==> config.mk <==
export PLATFORM = sky130hd
export DESIGN_NAME = mux_sel_rr_arbiter
export DESIGN_NICKNAME = d
export VERILOG_FILES = /design/src/rtl/mux_arb_pkg.sv /design/src/rtl/rr_pick_32.sv /design/src/rtl/mux_sel_rr_arbiter.sv
export SDC_FILE = /design/constraint.sdc
export NUM_CORES = 1
export LEC_CHECK = 0
export BUFFER_PORTS_ARGS = -buffer_cell sky130_fd_sc_hd__buf_2
export CELL_PAD_IN_SITES_DETAIL_PLACEMENT = 0
export CELL_PAD_IN_SITES_GLOBAL_PLACEMENT = 1
export CORE_MARGIN = 4
export CORE_UTILIZATION = 41
export DETAILED_ROUTE_END_ITERATION = 8
export PLACE_DENSITY = 0.76
export SYNTH_ARGS = -nofsm -noshare
export SYNTH_HDL_FRONTEND = slang
export SYNTH_SLANG_ARGS = --single-unit
==> constraint.sdc <==
create_clock -name clk -period 6.59 [get_ports clk]
set_input_delay 1.318 -clock clk [delete_from_list [all_inputs] [get_ports clk]]
set_output_delay 1.318 -clock clk [all_outputs]
set_load 0.01 [all_outputs]
==> src/rtl/mux_arb_pkg.sv <==
// rtl/mux_arb_pkg.sv - shared constants and state type for the 32-way mux arbiter
package mux_arb_pkg;

  localparam int NREQ      = 32;
  localparam int SEL_W     = 5;
  localparam int MAX_BEATS = 16;
  localparam int CNT_W     = 8;

  typedef enum logic {
    ARB_IDLE  = 1'b0,
    ARB_GRANT = 1'b1
  } arb_state_e;

endpackage

==> src/rtl/rr_pick_32.sv <==
// rtl/rr_pick_32.sv - combinational round-robin pick: first set req bit at or above ptr, wrapping
module rr_pick_32
  import mux_arb_pkg::*;
(
  input  logic [NREQ-1:0]  req,
  input  logic [SEL_W-1:0] ptr,
  output logic [SEL_W-1:0] idx,
  output logic             found
);

  logic [2*NREQ-1:0] req_dbl;
  logic [NREQ-1:0]   req_rot;
  logic [SEL_W-1:0]  offset;

  // Rotating by ptr puts the highest-priority requester at bit 0.
  assign req_dbl = {req, req};
  assign req_rot = req_dbl[ptr +: NREQ];

  always_comb begin
    offset = '0;
    for (int i = NREQ - 1; i >= 0; i--) begin
      if (req_rot[i]) offset = SEL_W'(i);
    end
  end

  assign idx   = offset + ptr;
  assign found = |req;

endmodule

==> src/rtl/mux_sel_rr_arbiter.sv <==
// rtl/mux_sel_rr_arbiter.sv - round-robin burst arbiter driving mux_nbit_32x1 select and output handshake
module mux_sel_rr_arbiter #(
  parameter int NREQ      = mux_arb_pkg::NREQ,
  parameter int SEL_W     = mux_arb_pkg::SEL_W,
  parameter int MAX_BEATS = mux_arb_pkg::MAX_BEATS,
  parameter int CNT_W     = mux_arb_pkg::CNT_W
) (
  input  logic             clk,
  input  logic             rst_n,
  input  logic [NREQ-1:0]  req,
  input  logic [NREQ-1:0]  last,
  input  logic             out_ready,
  output logic [SEL_W-1:0] sel,
  output logic             out_valid,
  output logic [NREQ-1:0]  gnt,
  output logic [NREQ-1:0]  ack,
  output logic             busy
);

  import mux_arb_pkg::arb_state_e;
  import mux_arb_pkg::ARB_IDLE;
  import mux_arb_pkg::ARB_GRANT;

  localparam logic [NREQ-1:0]  ONE_HOT0  = {{(NREQ-1){1'b0}}, 1'b1};
  localparam logic [CNT_W-1:0] LAST_BEAT = CNT_W'((MAX_BEATS == 0) ? 0 : MAX_BEATS - 1);

  arb_state_e       state_q;
  logic [SEL_W-1:0] ptr_q;
  logic [SEL_W-1:0] sel_q;
  logic [NREQ-1:0]  gnt_q;
  logic [CNT_W-1:0] beat_cnt_q;

  logic [SEL_W-1:0] pick_idx;
  logic             pick_found;
  logic             in_grant;
  logic             owner_req;
  logic             xfer;
  logic             limit_hit;
  logic             release_w;

  rr_pick_32 u_pick (
    .req   (req),
    .ptr   (ptr_q),
    .idx   (pick_idx),
    .found (pick_found)
  );

  assign in_grant  = (state_q == ARB_GRANT);
  assign owner_req = req[sel_q];
  assign out_valid = in_grant & owner_req;
  assign xfer      = out_valid & out_ready;
  assign limit_hit = (MAX_BEATS != 0) && (beat_cnt_q == LAST_BEAT);
  // Withdrawal releases even without a transfer; out_ready only reaches state, never sel/gnt directly.
  assign release_w = in_grant & (~owner_req | (xfer & (last[sel_q] | limit_hit)));

  assign ack  = xfer ? gnt_q : '0;
  assign sel  = sel_q;
  assign gnt  = gnt_q;
  assign busy = in_grant;

  always_ff @(posedge clk or negedge rst_n) begin
    if (!rst_n) begin
      state_q    <= ARB_IDLE;
      ptr_q      <= '0;
      sel_q      <= '0;
      gnt_q      <= '0;
      beat_cnt_q <= '0;
    end else begin
      case (state_q)
        ARB_IDLE: begin
          if (pick_found) begin
            sel_q      <= pick_idx;
            gnt_q      <= ONE_HOT0 << pick_idx;
            beat_cnt_q <= '0;
            state_q    <= ARB_GRANT;
          end
        end
        ARB_GRANT: begin
          if (xfer) beat_cnt_q <= beat_cnt_q + CNT_W'(1);
          if (release_w) begin
            state_q <= ARB_IDLE;
            gnt_q   <= '0;
            ptr_q   <= sel_q + SEL_W'(1);
          end
        end
        default: state_q <= ARB_IDLE;
      endcase
    end
  end

endmodule

==> results_dict.tcl <==
set metrics [dict create \
    leakagePower_nw 3.75 \
    drv_cap 0 \
    synth_area_leaders "mux4_2 (29%), dfrtp_1 (16%), mux2_2 (5.7%)" \
    track_usage_pct 25.1 \
    fill_cells 1753 \
    finalCriticalPeriod_ns 6.16 \
    synth_xor_area_share_pct 1.54 \
    post_cts_resized 0 \
    ys_seq_elements 51 \
    vias_per_cell 6.85 \
    postCtsSetupBuffers 0 \
    peakVddDrop_v 0.000351 \
    post_drt_wl_per_cell_um 25.0 \
    synth_mux_area_share_pct 41.3 \
    syn_area_um2 7870 \
    postCtsHoldBufs 0 \
    status "complete, no violations" \
    fin_cells 1103 \
    first_global_vias 7070 \
    cts.path.max_buffers 2 \
    critPathRequiredTime_ns 6.72 \
    period_share_pct 93.5 \
    cp-end-kind "register" \
    drtIter0Drc 1082 \
    start_util_pct 42.0 \
    dieHeight_um 147 \
    dp_cells 1095 \
    vias 7554 \
    path_class "in2reg" \
    syn-num-nets 868 \
    synth_top_area_share_pct 29.5 \
    portBuffers 137 \
    finClkSkew_ns 0.00992 \
    grt_max_degree 58 \
    synth_fa_ha_area_share_pct 1.21 \
    std_cell_rows 50 \
    rr_worst_depth 20 \
    final_cell_area_um2 8780 \
    pre_cts_slack_ns 0.217 \
    synth_top_family_by_area "multiplexers" \
    detail-route-antenna-nets 0 \
    hp-class "reg2reg" \
    routed_wl_mm 27.6 \
    worst_slew_pin_slew_ns 1.20 \
    synth-edff-count 0 \
    ys_warn_count 0 \
    antenna_cells 0 \
    cts.sinks 51 \
    path_max_fanout 27 \
    post_dp_cell_area_um2 8630 \
    hold_depth 2 \
    finalWorstSetupSlack_ns 0.426 \
    die_width_um 147 \
    yosys.area_share.simple_pct 17.6 \
    setup_violations 0 \
    syn_to_final_growth_pct 11.6 \
    root_buffer "clkbuf_16" \
    antenna_found_initial 0 \
    finalHoldViolations 0 \
    io_pins 138 \
    rsz0062_at_grt "no" \
    syn_avg_cell_area_um2 9.92 \
    cp_data_arrival_time_ns 6.30 \
    cts.reportedPaths.clkPinSlew_ns 0.07 \
    yosysTopAreaCell "mux4_2" \
    setup-tns-final_ns 0 \
    synthCells 794 \
    final_nets 942 \
    synth_compound_area_share_pct 15.6 \
    power-per-cell-area_nw_per_um2 590 \
    slew_violations 0 \
    hpwl_mm 20.6 \
    cts_made_buffers 5 \
    post-route-drc-count 0 \
    synth_most_common_cell "mux4_2" \
    first_pass_iters 5 \
    gr-total-overflow 0 \
    synthFlopType "dfrtp_1" \
    cts_tree "done" \
    async_flop_share_pct 100 \
    yosys.cell_types.count 78 \
    timing.fmax_mhz 162 \
    startpoint_type "input pin" \
    die-area_um2 21500 \
    cts-htree-levels 2 \
    relSlewSlack_pct 19.6 \
    ys_seq_area_share_pct 16.2 \
    routabilityCongestion 0.945 \
    synth_common_cells "mux4_2 (103), nand2_1 (91), clkbuf_1 (58)" \
    clk_latency_ns 0.30 \
    grt_pass1_wl_mm 43.0 \
    drive_gt1_share_pct 40.9 \
    core_area_um2 18800 \
]
==> path summary, 6_finish.rpt <==
kind / from / to / slack [ns]
max: req[28] / gnt[3] / 0.43
min: gnt[3] / gnt[3] / 0.51
max reg2reg: ptr_q[2] / gnt[3] / 0.58
min reg2reg: gnt[3] / gnt[3] / 0.51
max in group asynchronous: rst_n / ptr_q[1] / 4.98
min in group asynchronous: rst_n / gnt[3] / 1.13
==> cell usage in the layout (no fill, tap or decap), types with 15 or more instances in the layout <==
master     n
a32o_1    19
mux4_2   103
a21oi_1   17
buf_4     32
nand3_1   15
mux2_2    40
dfrtp_1   46
nand2_1   91
o21ai_0   16
and3_1    40
mux2i_1   40
nor2_1    51
buf_2    137
==> per-layer routing <==
metal | vias to the layer above | part of all wire, % | global-route usage, %
met4 | 0 | 3.1 | 6.87
met5 | - | 0 | 0
met1 | 3643 | 41 | 37.4
li1 | 3276 | - | -
met3 | 62 | 12 | 5.46
met2 | 573 | 44 | 37.0
==> stage by stage <==
step,total power [mW],util (%),hold WS (ns)
finish,5.18,46.8,0.505
detailed placement,4.82,46.0,0.496
global route,5.53,46.8,0.518
floorplan,3.71,-,0.506
CTS,5.10,46.8,0.512
global placement,4.83,46.0,0.486
==> critical path, cell delays in order <==
cell	delay (ns)
buf_2	0.19
mux4_2	0.58
mux2i_1	0.26
mux2i_1	0.19
a221oi_1	0.53
o21ai_0	0.15
a221o_1	0.37
nor4_1	0.41
o211ai_1	0.16
o211ai_1	0.12
ha_1	0.20
inv_1	0.06
fa_1	0.43
inv_1	0.07
a21o_1	0.10
a21oi_1	0.07
xnor2_1	0.16
xnor2_2	0.41
buf_4	0.38
o41ai_2	0.12
==> sequential cells by signal (all words and copies together) (netlist names) <==
signal	cells
gnt	32
beat_cnt_q	8
sel	5
ptr_q	5
busy	1
==> logic make-up after synthesis <==
family / after synthesis
AND/OR/NAND/NOR: 275
XOR/XNOR: 13
adder cells (fa/ha/maj): 7
multiplexers: 186
AO/OA/AOI/OAI: 151
flip-flops: 51
buffers and inverters: 111
==> power breakdown <==
part / switching [mW] / internal [mW]
Clock: 0.124 / 0.144
Sequential: 0.279 / 0.408
Combinational: 2.47 / 1.76
Total: 2.88 / 2.31
==> layout make-up <==
| cell class | count | area (um^2) | share of cell area, % |
|---|---|---|---|
| inverter | 9 | 33.8 | 0.385 |
| sequential | 51 | 1290 | 14.7 |
| tap | 234 | 293 | 3.33 |
| clock inverter | 3 | 25.0 | 0.285 |
| multi-input combinational | 632 | 6090 | 69.4 |
| clock buffer | 5 | 125 | 1.42 |
| timing repair buffer | 169 | 926 | 10.5 |
(Power assumes the default switching activity.)
